### src/rtl/bcd_pkg.sv
// bcd_pkg: shared state encoding and BCD constants for the serial adder
package bcd_pkg;
  localparam int DW = 4;
  localparam logic [3:0] BCD_MAX = 4'd9;
  localparam logic [3:0] BCD_ADJ = 4'd6;
  typedef enum logic [1:0] {
    S_IDLE = 2'd0,
    S_ADD  = 2'd1,
    S_DONE = 2'd2
  } state_t;
endpackage

### src/rtl/bcd_digit_add.sv
// bcd_digit_add: combinational single-digit BCD add with decimal adjust and validity flag
module bcd_digit_add
  import bcd_pkg::*;
(
  input  logic [DW-1:0] x,
  input  logic [DW-1:0] y,
  input  logic          cin,
  output logic [DW-1:0] result,
  output logic          cout,
  output logic          err
);
  logic [DW:0] t;
  // binary sum, then add 6 (mod 16) whenever it passes 9; invalid digits follow the same rule
  always_comb begin
    t = {1'b0, x} + {1'b0, y} + {{DW{1'b0}}, cin};
    cout = t > {1'b0, BCD_MAX};
    result = cout ? t[DW-1:0] + BCD_ADJ : t[DW-1:0];
    err = (x > BCD_MAX) | (y > BCD_MAX);
  end
endmodule

### src/rtl/bcd_serial_adder.sv
// bcd_serial_adder: digit-serial packed-BCD adder, LSB digit first, with start/done handshake
module bcd_serial_adder
  import bcd_pkg::*;
#(
  parameter int DIGITS = 4
) (
  input  logic               clk,
  input  logic               rst,
  input  logic               start,
  input  logic [4*DIGITS-1:0] a,
  input  logic [4*DIGITS-1:0] b,
  output logic               ready,
  output logic               busy,
  output logic               done,
  output logic [4*DIGITS-1:0] sum,
  output logic               carry_out,
  output logic               error
);
  localparam int CW = $clog2(DIGITS) + 1;
  state_t state_q, state_d;
  logic [4*DIGITS-1:0] op_a_q, op_a_d, op_b_q, op_b_d, sum_q, sum_d;
  logic [CW-1:0] cnt_q, cnt_d;
  logic carry_q, carry_d, cout_q, cout_d, err_q, err_d;
  logic [DW-1:0] dx, dy, dr;
  logic dc, de, last;
  // one shared digit adder, fed by the counter-indexed operand digit
  assign dx = op_a_q[DW*int'(cnt_q) +: DW];
  assign dy = op_b_q[DW*int'(cnt_q) +: DW];
  assign last = cnt_q == CW'(DIGITS - 1);
  bcd_digit_add u_dig (.x(dx), .y(dy), .cin(carry_q), .result(dr), .cout(dc), .err(de));
  // next-state: latch operands on start, ripple one digit per ADD cycle, single DONE cycle
  always_comb begin
    state_d = state_q;
    op_a_d = op_a_q;
    op_b_d = op_b_q;
    sum_d = sum_q;
    cnt_d = cnt_q;
    carry_d = carry_q;
    cout_d = cout_q;
    err_d = err_q;
    if (state_q == S_IDLE) begin
      if (start) begin
        op_a_d = a;
        op_b_d = b;
        sum_d = '0;
        cnt_d = '0;
        carry_d = 1'b0;
        cout_d = 1'b0;
        err_d = 1'b0;
        state_d = S_ADD;
      end
    end else if (state_q == S_ADD) begin
      sum_d[DW*int'(cnt_q) +: DW] = dr;
      carry_d = dc;
      err_d = err_q | de;
      cnt_d = last ? '0 : cnt_q + 1'b1;
      cout_d = last ? dc : cout_q;
      state_d = last ? S_DONE : S_ADD;
    end else begin
      state_d = S_IDLE;
    end
  end
  // state and datapath registers, cleared asynchronously
  always_ff @(posedge clk or posedge rst) begin
    if (rst) begin
      state_q <= S_IDLE;
      op_a_q <= '0;
      op_b_q <= '0;
      sum_q <= '0;
      cnt_q <= '0;
      carry_q <= 1'b0;
      cout_q <= 1'b0;
      err_q <= 1'b0;
    end else begin
      state_q <= state_d;
      op_a_q <= op_a_d;
      op_b_q <= op_b_d;
      sum_q <= sum_d;
      cnt_q <= cnt_d;
      carry_q <= carry_d;
      cout_q <= cout_d;
      err_q <= err_d;
    end
  end
  assign ready = state_q == S_IDLE;
  assign busy = state_q == S_ADD;
  assign done = state_q == S_DONE;
  assign sum = sum_q;
  assign carry_out = cout_q;
  assign error = err_q;
endmodule

### config.mk
export PLATFORM = sky130hd
export DESIGN_NAME = bcd_serial_adder
export DESIGN_NICKNAME = d
export VERILOG_FILES = /design/src/rtl/bcd_pkg.sv /design/src/rtl/bcd_digit_add.sv /design/src/rtl/bcd_serial_adder.sv
export SDC_FILE = /design/constraint.sdc
export NUM_CORES = 1
export LEC_CHECK = 0
export CELL_PAD_IN_SITES_DETAIL_PLACEMENT = 2
export CELL_PAD_IN_SITES_GLOBAL_PLACEMENT = 2
export CORE_UTILIZATION = 32
export DETAILED_ROUTE_END_ITERATION = 10
export PLACE_DENSITY = 0.87
export SETUP_SLACK_MARGIN = 0.05
export SLEW_MARGIN = 40
export SYNTH_ARGS = -nofsm -noshare
export SYNTH_HDL_FRONTEND = slang
export SYNTH_SLANG_ARGS = --single-unit
### constraint.sdc
create_clock -name clk -period 4.9 [get_ports clk]
set_clock_uncertainty 0.1 [all_clocks]
set_input_delay 0.98 -clock clk [delete_from_list [all_inputs] [get_ports clk]]
set_output_delay 0.98 -clock clk [all_outputs]
set_load 0.005 [all_outputs]
# [After elaboration in Yosys (flattened, before gate mapping)]
# Cells that the tools add are included.
[op_classes] add_sub_neg=5 mul=0 n_eq_ne=4 reduce_logical=6 magnitude_cmp=3 n_bitwise=2 shift=4 n_div=0 n_mux=21
[op_table] cell="$mux 16" n=3
[op_table] cell="$neg 5->33" n=1
[op_table] cell="$shift 4x33->16 const A" n=1
[op_table] cell="$shiftx 4x33->16" n=1
[op_table] cell="$shiftx 16x6->4" n=2
[op_table] cell="$bwmux 16" n=1
[op_table] cell="$mux 3" n=4
[op_table] cell="$gt 4x4->1 const B" n=2
[op_table] cell="$mux 1" n=8
[op_table] cell="$mux 2" n=4
[op_table] cell="$add 4x4->5" n=1
[op_table] cell="$add 5x1->5" n=1
[op_table] cell="$gt 5x4->1 const B" n=1
[op_table] cell="$add 4x3->4 const B" n=1
[op_table] cell="$mux 4" n=1
[op_table] cell="$reduce_and 2->1" n=2
[op_table] cell="$reduce_bool 2->1" n=2
[op_table] cell="$add 3x1->3 const B" n=1
[op_table] cell="$eq 3x2->1 const B" n=1
[op_table] cell="$reduce_and 3->1" n=1
[op_table] cell="$eq 2x1->1 const B" n=1
[op_table] cell="$eq 2x2->1 const B" n=1
[op_table] cell="$logic_not 2->1" n=1
[op_table] cell="$ne 2x2->1 const B" n=1
[op_table] cell="$or 1x1->1" n=2
[word_totals] latchBits=0 mem_count=0 ff_bits=56 mem_bits_rw=0 rom_bits=0

# [Longest topological paths before layout]
[logic_depth] ltp_word=9 depth_mapped=14

# [By module]
# From an unflattened synthesis, not the netlist that was laid out.
[hier_totals] hier_cells=285 hier_area_um2=2941.6
[by_module_without_submodules] mod="bcd_serial_adder" area_each_um2=2716.4 seq_area_each_um2=1401.3 instances=1 cells_per_inst=260
[by_module_without_submodules] mod="bcd_digit_add" area_each_um2=225.2 seq_area_each_um2=0.0 instances=1 cells_per_inst=25

# [Least setup slack after synthesis]
# OpenSTA, ideal clock, no wires.
[synth_path] kind="register to register" startpoint="reg cnt_q[0]" endpoint="reg sum_q[5] (netlist: sum[5])" arrival_time_ps=3460 slack_ps=1257 path_buffers=2 stages_incl_launch_ff=14 path_cell_list="dfrtp_1 -> buf_4 -> buf_6 -> mux4_2 -> and2_1 -> fa_1 -> fa_1 -> xor2_1 -> inv_1 -> ha_1 -> or3_1 -> a211oi_1 -> nor3_2 -> o21ai_0"
[synth_via] elab_chain_len=9 word_cells_on_any_way=13 classes_between="4 x add/sub; 1 x order compare; 4 x shift; 4 x mux"
[synth_lines] item="start: declaration" line_no="bcd_serial_adder.sv:22" source="logic [CW-1:0] cnt_q, cnt_d;"
[synth_lines] item="start signal: assignment" line_no="bcd_serial_adder.sv:79" source="cnt_q <= cnt_d;"
[synth_lines] item="$shiftx 16x6->4, on equally long branches" line_no="bcd_serial_adder.sv:27, bcd_serial_adder.sv:28"
[synth_lines] item="$add 4x4->5" line_no="bcd_digit_add.sv:15" source="t = {1'b0, x} + {1'b0, y} + {{DW{1'b0}}, cin};"
[synth_lines] item="$add 5x1->5" line_no="bcd_digit_add.sv:15"
[synth_lines] item="$add 4x3->4 / $gt 5x4->1 (equally long branches)" line_no="bcd_digit_add.sv:17, bcd_digit_add.sv:16"
[synth_lines] item="$mux 4" line_no="bcd_digit_add.sv:17" source="result = cout ? t[DW-1:0] + BCD_ADJ : t[DW-1:0];"
[synth_lines] item="$shiftx 4x33->16" line_no="bcd_serial_adder.sv:53" source="sum_d[DW*int'(cnt_q) +: DW] = dr;"
[synth_lines] item="$bwmux 16 *" line_no="bcd_serial_adder.sv:53"
[synth_lines] item="$mux 16 *" line_no="bcd_serial_adder.sv:52" source="end else if (state_q == S_ADD) begin"
[synth_lines] item="$mux 16 *" line_no="bcd_serial_adder.sv:41" source="if (state_q == S_IDLE) begin"
[synth_lines] item="end signal: assignment" line_no="bcd_serial_adder.sv:78" source="sum_q <= sum_d;"
[synth_lines] item="end: declaration" line_no="bcd_serial_adder.sv:21" source="logic [4*DIGITS-1:0] op_a_q, op_a_d, op_b_q, op_b_d, sum_q, sum_d;"
# Every way passes the cells marked *; elsewhere a longest branch is shown, timed or not. The select of a mux whose other input is x is not followed.
# A chain may end at the register's enable or synchronous reset.

# [Worst setup path after layout]
[layout_path] startpoint="reg cnt_q[1]" endpoint="reg sum_q[10] (netlist: sum[10])"
# The elaborated chain is that of the path after synthesis.

==> summary by stage <==
Timing
The final sum of negative setup slack is 0 ps. The total count of hold-check failures in the final report is 0. At the pin with the least slew margin, the transition time is 742 ps. The max-slew violation count was 0. The headroom to the max-slew limit is about half. Setup repair after global routing left no endpoint under its margin.

In the finished design, the share of the clock period the worst path needs comes to slightly above 80%. The highest clock frequency the design can meet is between 0.2 and 0.3 GHz. Setup violations remaining at the end of the flow were counted as 0. The smallest clock period supported by the final layout is computed as between 3000 and 4000 ps.

Synth
The synthesized netlist contains between 40 and 50 unique library cells. Each instance of the synthesized netlist takes up on average between 9 and 10 µm². The netlist area before placement is roughly 0.0029 mm².

For this run, the register share of the synthesized area comes to roughly 50%. The portion of synthesized area spent on multiplexers is 7.40%. The share of synthesized cell area in and, or, nand and nor gates is 24.0%. The number of warnings printed during yosys synthesis is 0. The proportion of netlist area held by the largest area contributor is between 40% and 50%.

By area, the combinational part of the netlist is dominated by simple AND/OR/NAND/NOR gates. The cell accounting for the most synthesized area is sky130_fd_sc_hd__dfrtp_1. The synthesized design contains 56 register bits. The synthesized-area fraction occupied by ao, oa, aoi and oai cells is 9.46%. Summing the areas of all xor and xnor instances in the mapped netlist gives less than 1% of the synthesized area. The instance count of the mapped netlist is between 300 and 400. After synthesis, the cell types taking the most area are sky130_fd_sc_hd__dfrtp_1 (49%), sky130_fd_sc_hd__nand2_1 (15%), sky130_fd_sc_hd__mux4_2 (6.3%).

Synthesis produced a netlist with a net count of about 350. After Yosys synthesis, full adders, half adders and majority gates account for ~5.8% of the synthesized area.

Clock tree
The number of levels the H-tree was split into is 2. The setup fix buffers added after clock tree synthesis is 0. The TritonCTS sink count is 56. After clock tree synthesis, the flow added hold-fix buffers numbering 0.

The tree is rooted in a sky130_fd_sc_hd__clkbuf_8. At the later pin of the worst-skew pair, clock insertion delay measures between 300 and 400 ps. The TritonCTS clock tree is built.

The clock input transition at the sequential cells of the worst setup and hold paths is about 100 ps. The total of cells resized after clock tree synthesis is 0. The number of clock buffers added by TritonCTS is 5. No sink is reached through more buffers than the 2 on the longest clock path.

Final layout
The total number of nets in the final design is 400. The area growth from synthesis to layout is 25.2%. The share of final-layout standard cells stronger than drive strength 1 is under 10%. The finished layout holds roughly 460 standard cells, fillers aside.

The number of antenna diodes is 0.

Hold path
The min-delay analysis places its worst path in the category flop to flop. The worst hold path passes through 2 cells.

Power
The power per unit of standard cell area is 831 mW/mm². The worst-case IR drop observed on VDD is between 0.3 and 0.4 mV. For this design the static power due to leakage is roughly 1.7 nW.

Routing
In the routed design, unresolved DRC markers number 0. The detail route stage leaves a number of antenna-violating nets equal to 0. The starting DRC count in detailed routing is 62. The via count is 2283. Summed over all layers, the routed wires come to around 7600 µm. The average wire per cell in the routed design is approximately 16 µm. After detailed routing, the number of vias per cell comes to ~5.0. The first detailed-routing pass took 4 iterations.

Placed design
The placer's final routability congestion estimate is roughly 0.78. Including well taps, the total number of placed cells is between 400 and 500. The count of buffers inserted at the top-level ports is between 50 and 60. Detailed placement ended at an HPWL of between 5000 and 6000 µm.

Global route
The initial antenna violation count came to 0. The overall routing resource usage is a little under a fifth. For this run the aggregate overflow at the end of global routing stands at 0. The via count of the first global-routing pass is 2568. Entering global routing, the biggest net connects 57 pins. The first-pass GRT wire length is 13000 µm.

Die
The placeable core area is just under 0.009 mm². In this run the core area contains 34 standard-cell rows. The initial standard-cell utilization of the core is between 30% and 40%. The height of the die is 96.5 µm. The floorplan step defined a die boundary enclosing around 0.0093 mm². The top-level port count is 56. The horizontal die dimension is roughly 97 µm.

Setup path
The largest stage delay on the critical path is between 700 and 800 ps. The kind of critical path is flop to flop. The slowest stage of the critical path is the sky130_fd_sc_hd__dfrtp_1 cell. The maximum fanout encountered on the critical timing path is 14. The path depth of the worst reg2reg path is 11. The worst setup path is captured at a flop. The critical path goes through mux4_2 > and2_1 > fa_1 > fa_1 > xor2_1 > inv_1 > ha_1 > nor2b_1 > o31a_1 > a211oi_2 > o21ai_1. The endpoint arrival time on the critical path is around 4100 ps.

The cell repeated most along the worst path is sky130_fd_sc_hd__fa_1. The required time of the worst setup path is about 5000 ps. The critical path startpoint category is a flop.

Flow run
The number of max-cap violations is 0.

Outcome
The run finished with clean final reports.
[layout make-up]
type                       instances  area (µm²)
sequential                        56        1400
multi-input combinational        221        1350
clock inverter                     1        5.00
timing repair buffer              58         573
inverter                          11        41.3
fill                             978        5100
clock buffer                       6        72.6
tap                              108         135
[through the flow]
step	worst slack, ps	area [µm²]	power, mW	util, %	hold slack [ps]
after floorplan	1260	2860	2.17	-	340
after global placement	1080	3490	2.62	40.3	353
final	910	3580	2.97	41.2	382
after global routing	640	3580	3.26	41.2	412
after detailed placement	898	3500	2.75	40.3	362
after CTS	845	3580	3.03	41.2	386
[kinds of logic after synthesis]
| group | after synthesis |
|---|---|
| AOI/OAI and AO/OA | 41 |
| muxes | 11 |
| buffers and inverters | 25 |
| and+or+nand+nor | 156 |
| adders and majority gates | 12 |
| xor gates and xnor gates | 1 |
| DFF | 56 |
[worst paths after layout]
| path | start | to | slack (ps) |
|---|---|---|---|
| worst max-delay path | cnt_q[1] | sum[10] | 910 |
| worst min-delay path | op_a_q[2] | op_a_q[2] | 380 |
| worst max register to register | cnt_q[1] | sum[10] | 910 |
| worst min register to register | op_a_q[2] | op_a_q[2] | 380 |
| max in group asynchronous | rst | cnt_q[0] | 3100 |
| min in group asynchronous | rst | op_a_q[14] | 1070 |
[sequential cells by signal, summed over array words and instances, names as in the netlist]
name / flops
carry_q: 1
cnt_q: 3
error: 1
sum: 16
carry_out: 1
op_a_q: 16
state_q: 2
op_b_q: 16
[cell usage in the layout, fill, tap and decap left out, types with 8 or more instances in the layout]
cell type,count
sky130_fd_sc_hd__and2_1,9
sky130_fd_sc_hd__clkdlybuf4s50_1,55
sky130_fd_sc_hd__dfrtp_1,56
sky130_fd_sc_hd__ha_1,10
sky130_fd_sc_hd__inv_1,10
sky130_fd_sc_hd__mux4_2,8
sky130_fd_sc_hd__nand2_1,114
sky130_fd_sc_hd__nand3_1,8
sky130_fd_sc_hd__o21ai_0,10
[synthesized netlist by cell type (all sizes together)]
| cell | n |
|---|---|
| a211oi | 2 |
| a21boi | 2 |
| a21o | 7 |
| a21oi | 4 |
| a22o | 3 |
| a31oi | 1 |
| and2 | 9 |
| and3 | 1 |
| and3b | 1 |
| buf | 7 |
| clkbuf | 7 |
| dfrtp | 56 |
| fa | 2 |
| ha | 10 |
| inv | 11 |
| mux2 | 1 |
| mux2i | 2 |
| mux4 | 8 |
| nand2 | 114 |
| nand2b | 3 |
| nand3 | 8 |
| nand4 | 1 |
| nand4b | 1 |
| nor2 | 7 |
| nor2b | 2 |
| nor3 | 4 |
| o211a | 1 |
| o21ai | 17 |
| o21bai | 1 |
| o22ai | 1 |
| o31a | 2 |
| or2 | 2 |
| or3 | 1 |
| or4 | 2 |
| xor2 | 1 |
[critical path: cells and delay by family (launching register included)]
family,cells,cell delay (ps)
AO/OA/AOI/OAI,3,670
XOR/XNOR,1,240
adder cells (fa/ha/maj),3,1060
buffers and inverters,1,100
flip-flops,1,730
multiplexers,1,590
AND/OR/NAND/NOR,2,370
[power by group]
part | switching, mW | internal (mW)
Combinational | 1.11 | 0.826
Clock | 0.149 | 0.0979
Sequential | 0.140 | 0.652
Total | 1.40 | 1.58
[metal layers]
layer,track usage (%),up-vias,routed length [µm]
met2,33.8,52,3940
met4,3.31,0,64
li1,-,1096,-
met5,0,-,0
met1,23.2,1130,3390
met3,3.13,5,211
(Power assumes the default switching activity.)
